**src/rtl/multicycle_control_pkg.sv**
```systemverilog
// rtl/multicycle_control_pkg.sv - shared encodings for the multi-cycle MIPS controller
// Purpose: opcode constants, controller state encodings and datapath mux encodings.
// Ports: none (package mips_ctrl_pkg).
package mips_ctrl_pkg;

    localparam logic [5:0] OP_RTYPE = 6'b000000;
    localparam logic [5:0] OP_LW    = 6'b100011;
    localparam logic [5:0] OP_SW    = 6'b101011;
    localparam logic [5:0] OP_BEQ   = 6'b000100;
    localparam logic [5:0] OP_J     = 6'b000010;

    typedef enum logic [3:0] {
        S_FETCH  = 4'd0,
        S_DECODE = 4'd1,
        S_MEMADR = 4'd2,
        S_MEMRD  = 4'd3,
        S_MEMWB  = 4'd4,
        S_MEMWR  = 4'd5,
        S_EXEC   = 4'd6,
        S_ALUWB  = 4'd7,
        S_BRANCH = 4'd8,
        S_JUMP   = 4'd9
    } state_t;

    localparam logic [1:0] ALU_ADD   = 2'b00;
    localparam logic [1:0] ALU_SUB   = 2'b01;
    localparam logic [1:0] ALU_FUNCT = 2'b10;

    localparam logic [1:0] SRCB_B      = 2'b00;
    localparam logic [1:0] SRCB_FOUR   = 2'b01;
    localparam logic [1:0] SRCB_IMM    = 2'b10;
    localparam logic [1:0] SRCB_IMM_SH = 2'b11;

    localparam logic [1:0] PC_ALU    = 2'b00;
    localparam logic [1:0] PC_ALUOUT = 2'b01;
    localparam logic [1:0] PC_JUMP   = 2'b10;

endpackage

```
**src/rtl/multicycle_control_if.sv**
```systemverilog
// rtl/multicycle_control_if.sv - controller <-> datapath signal bundle
// Purpose: groups opcode, memory handshake and all datapath controls.
// Modports: master = controller (drives controls), slave = datapath/memory side.
interface multicycle_control_if;
    logic [5:0] op;
    logic       mem_ready;
    logic       pc_write;
    logic       pc_write_cond;
    logic       iord;
    logic       mem_read;
    logic       mem_write;
    logic       ir_write;
    logic       mem_to_reg;
    logic       reg_dst;
    logic       reg_write;
    logic       alu_src_a;
    logic [1:0] alu_src_b;
    logic [1:0] alu_op;
    logic [1:0] pc_source;
    logic       instr_done;
    logic       illegal_op;
    logic       mem_timeout;
    logic [3:0] state;

    modport master (
        input  op, mem_ready,
        output pc_write, pc_write_cond, iord, mem_read, mem_write, ir_write,
               mem_to_reg, reg_dst, reg_write, alu_src_a, alu_src_b, alu_op,
               pc_source, instr_done, illegal_op, mem_timeout, state
    );

    modport slave (
        output op, mem_ready,
        input  pc_write, pc_write_cond, iord, mem_read, mem_write, ir_write,
               mem_to_reg, reg_dst, reg_write, alu_src_a, alu_src_b, alu_op,
               pc_source, instr_done, illegal_op, mem_timeout, state
    );
endinterface

```
**src/rtl/multicycle_control_mem_wait_timer.sv**
```systemverilog
// rtl/multicycle_control_mem_wait_timer.sv - memory wait watchdog counter
// Purpose: counts consecutive not-ready cycles of a memory access and flags the limit.
// Ports: clk, reset (sync, active-high); active = in a memory state; ready = access
//        completes; restart = state is changing; expired = abort this cycle.
module mem_wait_timer #(
    parameter int unsigned WAIT_LIMIT = 0
) (
    input  logic clk,
    input  logic reset,
    input  logic active,
    input  logic ready,
    input  logic restart,
    output logic expired
);
    localparam logic [15:0] LIMIT   = 16'(WAIT_LIMIT);
    localparam bit          ENABLED = (WAIT_LIMIT != 0);

    logic [15:0] wait_cnt;

    // Ready on the limit cycle wins: expiry requires ready low.
    assign expired = ENABLED && active && !ready && (wait_cnt == LIMIT);

    always_ff @(posedge clk) begin
        if (reset || !active || ready || restart || expired) begin
            wait_cnt <= '0;
        end else begin
            wait_cnt <= wait_cnt + 16'd1;
        end
    end
endmodule

```
**src/rtl/multicycle_control.sv**
```systemverilog
// rtl/multicycle_control.sv - multi-cycle MIPS controller FSM
// Purpose: sequences shared ALU, memory port and write enables for R-type/lw/sw/beq/j.
// Ports: clk, reset (sync, active-high); bus (master) carries op, mem_ready,
//        datapath controls, instr_done/illegal_op pulses, mem_timeout and debug state.
module multicycle_control
    import mips_ctrl_pkg::*;
#(
    parameter int unsigned WAIT_LIMIT = 0
) (
    input  logic                 clk,
    input  logic                 reset,
    multicycle_control_if.master bus
);
    state_t state_q, state_d;
    logic   mem_timeout_q;
    logic   in_mem_state;
    logic   expired;

    logic       pc_write, pc_write_cond, iord, mem_read, mem_write, ir_write;
    logic       mem_to_reg, reg_dst, reg_write, alu_src_a, instr_done, illegal_op;
    logic [1:0] alu_src_b, alu_op, pc_source;

    assign in_mem_state = (state_q == S_FETCH) || (state_q == S_MEMRD) || (state_q == S_MEMWR);

    mem_wait_timer #(.WAIT_LIMIT(WAIT_LIMIT)) u_wait_timer (
        .clk     (clk),
        .reset   (reset),
        .active  (in_mem_state),
        .ready   (bus.mem_ready),
        .restart (state_d != state_q),
        .expired (expired)
    );

    always_ff @(posedge clk) begin
        if (reset) begin
            state_q       <= S_FETCH;
            mem_timeout_q <= 1'b0;
        end else begin
            state_q <= state_d;
            if (expired) begin
                mem_timeout_q <= 1'b1;
            end
        end
    end

    always_comb begin
        state_d       = state_q;
        pc_write      = 1'b0;
        pc_write_cond = 1'b0;
        iord          = 1'b0;
        mem_read      = 1'b0;
        mem_write     = 1'b0;
        ir_write      = 1'b0;
        mem_to_reg    = 1'b0;
        reg_dst       = 1'b0;
        reg_write     = 1'b0;
        alu_src_a     = 1'b0;
        alu_src_b     = SRCB_B;
        alu_op        = ALU_ADD;
        pc_source     = PC_ALU;
        instr_done    = 1'b0;
        illegal_op    = 1'b0;

        case (state_q)
            S_FETCH: begin
                mem_read  = !expired;
                alu_src_b = SRCB_FOUR;
                ir_write  = bus.mem_ready;
                pc_write  = bus.mem_ready;
                if (bus.mem_ready) state_d = S_DECODE;
            end
            S_DECODE: begin
                alu_src_b = SRCB_IMM_SH;
                case (bus.op)
                    OP_LW, OP_SW: state_d = S_MEMADR;
                    OP_RTYPE:     state_d = S_EXEC;
                    OP_BEQ:       state_d = S_BRANCH;
                    OP_J:         state_d = S_JUMP;
                    default: begin
                        illegal_op = 1'b1;
                        state_d    = S_FETCH;
                    end
                endcase
            end
            S_MEMADR: begin
                alu_src_a = 1'b1;
                alu_src_b = SRCB_IMM;
                state_d   = (bus.op == OP_LW) ? S_MEMRD : S_MEMWR;
            end
            S_MEMRD: begin
                mem_read = !expired;
                iord     = 1'b1;
                if (bus.mem_ready) state_d = S_MEMWB;
            end
            S_MEMWB: begin
                reg_write  = 1'b1;
                mem_to_reg = 1'b1;
                instr_done = 1'b1;
                state_d    = S_FETCH;
            end
            S_MEMWR: begin
                mem_write  = !expired;
                iord       = 1'b1;
                instr_done = bus.mem_ready;
                if (bus.mem_ready) state_d = S_FETCH;
            end
            S_EXEC: begin
                alu_src_a = 1'b1;
                alu_op    = ALU_FUNCT;
                state_d   = S_ALUWB;
            end
            S_ALUWB: begin
                reg_write  = 1'b1;
                reg_dst    = 1'b1;
                instr_done = 1'b1;
                state_d    = S_FETCH;
            end
            S_BRANCH: begin
                alu_src_a     = 1'b1;
                alu_op        = ALU_SUB;
                pc_write_cond = 1'b1;
                pc_source     = PC_ALUOUT;
                instr_done    = 1'b1;
                state_d       = S_FETCH;
            end
            S_JUMP: begin
                pc_write   = 1'b1;
                pc_source  = PC_JUMP;
                instr_done = 1'b1;
                state_d    = S_FETCH;
            end
            default: state_d = S_FETCH;
        endcase

        // Watchdog abort overrides any held memory state.
        if (expired) state_d = S_FETCH;
    end

    // Reset forces every control low in the reset cycle; state stays visible.
    assign bus.pc_write      = pc_write      & ~reset;
    assign bus.pc_write_cond = pc_write_cond & ~reset;
    assign bus.iord          = iord          & ~reset;
    assign bus.mem_read      = mem_read      & ~reset;
    assign bus.mem_write     = mem_write     & ~reset;
    assign bus.ir_write      = ir_write      & ~reset;
    assign bus.mem_to_reg    = mem_to_reg    & ~reset;
    assign bus.reg_dst       = reg_dst       & ~reset;
    assign bus.reg_write     = reg_write     & ~reset;
    assign bus.alu_src_a     = alu_src_a     & ~reset;
    assign bus.alu_src_b     = alu_src_b     & {2{~reset}};
    assign bus.alu_op        = alu_op        & {2{~reset}};
    assign bus.pc_source     = pc_source     & {2{~reset}};
    assign bus.instr_done    = instr_done    & ~reset;
    assign bus.illegal_op    = illegal_op    & ~reset;
    assign bus.mem_timeout   = mem_timeout_q & ~reset;
    assign bus.state         = state_q;
endmodule

```
**src/flat_wrapper.sv**
```systemverilog
// flat-port wrapper written by rule: the top's interface ports become plain ports
module multicycle_control_flat import mips_ctrl_pkg::*;
#(
    parameter int unsigned WAIT_LIMIT = 0
)
  (clk, reset, bus_op, bus_mem_ready, bus_pc_write, bus_pc_write_cond, bus_iord, bus_mem_read, bus_mem_write, bus_ir_write, bus_mem_to_reg, bus_reg_dst, bus_reg_write, bus_alu_src_a, bus_alu_src_b, bus_alu_op, bus_pc_source, bus_instr_done, bus_illegal_op, bus_mem_timeout, bus_state);
  multicycle_control_if bus_i ();
  input  logic clk;
  input  logic reset;
  input wire logic [$bits(bus_i.op)-1:0] bus_op;
  input wire logic [$bits(bus_i.mem_ready)-1:0] bus_mem_ready;
  output wire logic [$bits(bus_i.pc_write)-1:0] bus_pc_write;
  output wire logic [$bits(bus_i.pc_write_cond)-1:0] bus_pc_write_cond;
  output wire logic [$bits(bus_i.iord)-1:0] bus_iord;
  output wire logic [$bits(bus_i.mem_read)-1:0] bus_mem_read;
  output wire logic [$bits(bus_i.mem_write)-1:0] bus_mem_write;
  output wire logic [$bits(bus_i.ir_write)-1:0] bus_ir_write;
  output wire logic [$bits(bus_i.mem_to_reg)-1:0] bus_mem_to_reg;
  output wire logic [$bits(bus_i.reg_dst)-1:0] bus_reg_dst;
  output wire logic [$bits(bus_i.reg_write)-1:0] bus_reg_write;
  output wire logic [$bits(bus_i.alu_src_a)-1:0] bus_alu_src_a;
  output wire logic [$bits(bus_i.alu_src_b)-1:0] bus_alu_src_b;
  output wire logic [$bits(bus_i.alu_op)-1:0] bus_alu_op;
  output wire logic [$bits(bus_i.pc_source)-1:0] bus_pc_source;
  output wire logic [$bits(bus_i.instr_done)-1:0] bus_instr_done;
  output wire logic [$bits(bus_i.illegal_op)-1:0] bus_illegal_op;
  output wire logic [$bits(bus_i.mem_timeout)-1:0] bus_mem_timeout;
  output wire logic [$bits(bus_i.state)-1:0] bus_state;
  assign bus_i.op = bus_op;
  assign bus_i.mem_ready = bus_mem_ready;
  assign bus_pc_write = bus_i.pc_write;
  assign bus_pc_write_cond = bus_i.pc_write_cond;
  assign bus_iord = bus_i.iord;
  assign bus_mem_read = bus_i.mem_read;
  assign bus_mem_write = bus_i.mem_write;
  assign bus_ir_write = bus_i.ir_write;
  assign bus_mem_to_reg = bus_i.mem_to_reg;
  assign bus_reg_dst = bus_i.reg_dst;
  assign bus_reg_write = bus_i.reg_write;
  assign bus_alu_src_a = bus_i.alu_src_a;
  assign bus_alu_src_b = bus_i.alu_src_b;
  assign bus_alu_op = bus_i.alu_op;
  assign bus_pc_source = bus_i.pc_source;
  assign bus_instr_done = bus_i.instr_done;
  assign bus_illegal_op = bus_i.illegal_op;
  assign bus_mem_timeout = bus_i.mem_timeout;
  assign bus_state = bus_i.state;
  multicycle_control #(.WAIT_LIMIT(WAIT_LIMIT)) u_core (.clk(clk), .reset(reset), .bus(bus_i));
endmodule
```
**config.mk**
```make
export PLATFORM = sky130hd
export DESIGN_NAME = multicycle_control_flat
export DESIGN_NICKNAME = d
export VERILOG_FILES = /design/src/rtl/multicycle_control_pkg.sv /design/src/rtl/multicycle_control_if.sv /design/src/rtl/multicycle_control_mem_wait_timer.sv /design/src/rtl/multicycle_control.sv /design/src/flat_wrapper.sv
export SDC_FILE = /design/constraint.sdc
export NUM_CORES = 1
export LEC_CHECK = 0
export BUFFER_PORTS_ARGS = -buffer_cell sky130_fd_sc_hd__buf_2
export CORE_MARGIN = 5
export CORE_UTILIZATION = 25
export DETAILED_ROUTE_END_ITERATION = 8
export SLEW_MARGIN = 20
export SYNTH_ARGS = -nofsm -noshare
export SYNTH_HDL_FRONTEND = slang
export SYNTH_SLANG_ARGS = --single-unit
export TNS_END_PERCENT = 20
```
**constraint.sdc**
```tcl
create_clock -name clk -period 3.45 [get_ports clk]
set_clock_uncertainty 0.15 [all_clocks]
set_input_delay 0.345 -clock clk [delete_from_list [all_inputs] [get_ports clk]]
set_output_delay 0.345 -clock clk [all_outputs]
set_load 0.01 [all_outputs]
```
==> run_results.csv <==
group,metric,value,unit
outcome,status,"finished clean",
global_route,grt_usage,0.0948,
routing,vias_per_cell,4.95,
logic_synthesis,yosysTopAreaCellShare,0.153,
global_route,grt_pass1_vias,587,
sta,report.final.hold_viol_count,0,
clock_network,cts_inserted_buffers,3,
final_layout,seqCellArea,80.1,sq um
sta,slew_headroom,0.612,
worst_setup_path,arrival,1670,ps
clock_network,root_buffer,"clkbuf_4",
die,die_h,55.8,um
worst_setup_path,worstSetupPathType,"flop to output port",
logic_synthesis,syn_area_per_cell,6.72,sq um
final_layout,largest_register_ffs,4,
worst_setup_path,crit_path_start_kind,"flop",
clock_network,cts_resized,0,
sta,rsz0062_at_grt,"no",
pwr,p_per_area,221,mW/mm^2
logic_synthesis,ys_ff_latch,4,
logic_synthesis,ys_types,34,
clock_network,htreeDepth,1,
routing,wl_per_cell,12.0,um
place,gp_congestion,0.782,
worst_setup_path,worstPathRequired,2950,ps
die,dieWidth,55.8,um
final_layout,multi_input_area,389,sq um
clock_network,cts.sinks,4,
logic_synthesis,synth_area_leaders,"dfxtp_1, nor2_1, nand2b_1",
logic_synthesis,synth_nets,87,
die,coreArea,0.00198,sq mm
logic_synthesis,synthCells,78,
worst_setup_path,cp_cell_sequence,"nor3_1 > nor4b_1 > or2_1 > buf_2",
worst_setup_path,max_stage_delay,470,ps
min_path,hold_path.class,"input pin to flop",
routing,drt_iter0_markers,5,
place,io_buffers,30,
sta,fmax,461,MHz
pwr,leakagePower,0.322,nW
worst_setup_path,endpoint_kind,"output port",
pwr,peakVddDrop,0.0955,mV
clock_network,clk_pin_slew,40,ps
sta,tightest_slew,582,ps
sta,finalCritPeriodShare,0.628,
routing,wl,1.56,mm
die,io_pins,32,
clock_network,cts_tree,"done",
die,dieArea,0.00311,sq mm
place,hpwlAfterDp,1.18,mm
routing,route.vias.total,643,
global_route,overflow,0,
logic_synthesis,async_reset_ff_frac,0,
logic_synthesis,synth_edf_count,0,
logic_synthesis,netlist_area,524,sq um
logic_synthesis,synth_top_area_cell,"dfxtp_1",
clock_network,clock_path_buffers,2,
final_layout,antennaDiodeCount,0,
die,row_count,16,
clock_network,clock_latency,230,ps
worst_setup_path,worst-r2r-setup-slack,1580,ps
sta,tns,0,ps
routing,drcViolationCount,0,
logic_synthesis,yosysSeqAreaShare,0.153,
clock_network,post-cts-setup-buffers,0,
sta,setup_viol,0,
sta,hold_ws,192,ps
global_route,grt_pass1_wl,2.51,mm
final_layout,drive_gt1_frac,0.350,
routing,antenna_left,0,
global_route,antenna_found_initial,0,
logic_synthesis,yosys_warnings,0,
sta,min_period,2170,ps
final_layout,nets,114,
die,initial_core_util,0.265,
worst_setup_path,cpMaxStageDelayCell,"dfxtp_1",
sta,finalMaxSlewViolations,0,
run,max-cap-violations,0,
logic_synthesis,synth_ff_type,"dfxtp_1",
clock_network,cts_hold_buf,0,
worst_setup_path,crit_path_max_fanout,16,
final_layout,area_delta_synth_final,30.3,%
final_layout,fill_cells,232,
routing,dr.pass1.iters,4,
global_route,grt_max_degree,19,
[routing by layer]
metal	GRT usage	vias to the layer above	part of all wire
met5	0	-	0
met4	0.0486	0	0.0038
met3	0.0348	2	0.081
met2	0.145	20	0.46
met1	0.115	290	0.45
li1	-	331	-
[synthesized netlist by cell type (all sizes together) (2+ instances only)]
cell,n
nand2,6
clkbuf,3
buf,5
a21oi,4
and3,2
nand3,3
nor2b,2
o21ai,5
xnor2,3
nor2,9
dfxtp,4
nand2b,5
nor4,5
nor3,4
inv,2
[critical path, delay by kind of cell, from the launching register on]
family	cells	cell delay, ps
buf+inv	1	120
flops	1	470
simple gates	3	860
[cell usage in the layout, fill, tap and decap left out, drive strengths merged, types with 4 or more instances in the layout]
master and n:
a21oi 4, buf 30, dfxtp 4, nand2 6, nand2b 5, nor2 9
nor3 4, nor4 5, o21ai 5
[cell type report]
cell class / count / area share
multi-input cells: 64 / 0.570
repair buffers: 30 / 0.220
flip-flops and latches: 4 / 0.117
well taps: 27 / 0.0495
clock buffers: 3 / 0.0330
inverters: 2 / 0.0110
[path summary, 6_finish.rpt]
kind | cells past startpoint | from | to
hold / removal | 2 | bus_op[4] | u_core.bus.state[3]$_SDFFE_PP0P_
setup / recovery | 4 | u_core.bus.state[2]$_SDFFE_PP0P_ | bus_pc_write
setup reg to reg | 4 | u_core.bus.state[0]$_SDFFE_PP0P_ | u_core.bus.state[2]$_SDFFE_PP0P_
hold reg to reg | 3 | u_core.bus.state[1]$_SDFFE_PP0P_ | u_core.bus.state[1]$_SDFFE_PP0P_
[power by group]
part | leakage (nW) | total, W | switching (W) | internal [W]
sequential | 0.0325 | 0.0000534 | 0.00000567 | 0.0000477
clock | 0.0138 | 0.0000582 | 0.0000192 | 0.0000389
combinational | 0.276 | 0.0000397 | 0.0000222 | 0.0000175
[stage by stage]
step / utilization / worst slack [ps] / area [sq um] / total power (W) / std cells
global placement: 0.333 / 1570 / 661 / 0.0000935 / 127
CTS: 0.345 / 1250 / 683 / 0.000154 / 130
detailed placement: 0.333 / 1500 / 661 / 0.0000940 / 127
finish: 0.345 / 1280 / 683 / 0.000151 / 130
global route: 0.345 / 989 / 683 / 0.000161 / 130
floorplan: - / 1520 / 524 / 0.0000802 / 78
[kinds of logic after synthesis]
family,after synthesis,share of synthesized area
simple gates,43,0.453
compound gates,15,0.193
buf+inv,10,0.105
xor+xnor,4,0.0668
flops,4,0.153
mux,1,0.0215
other cells,1,0.00715
Power figures use the tool's default switching activity.
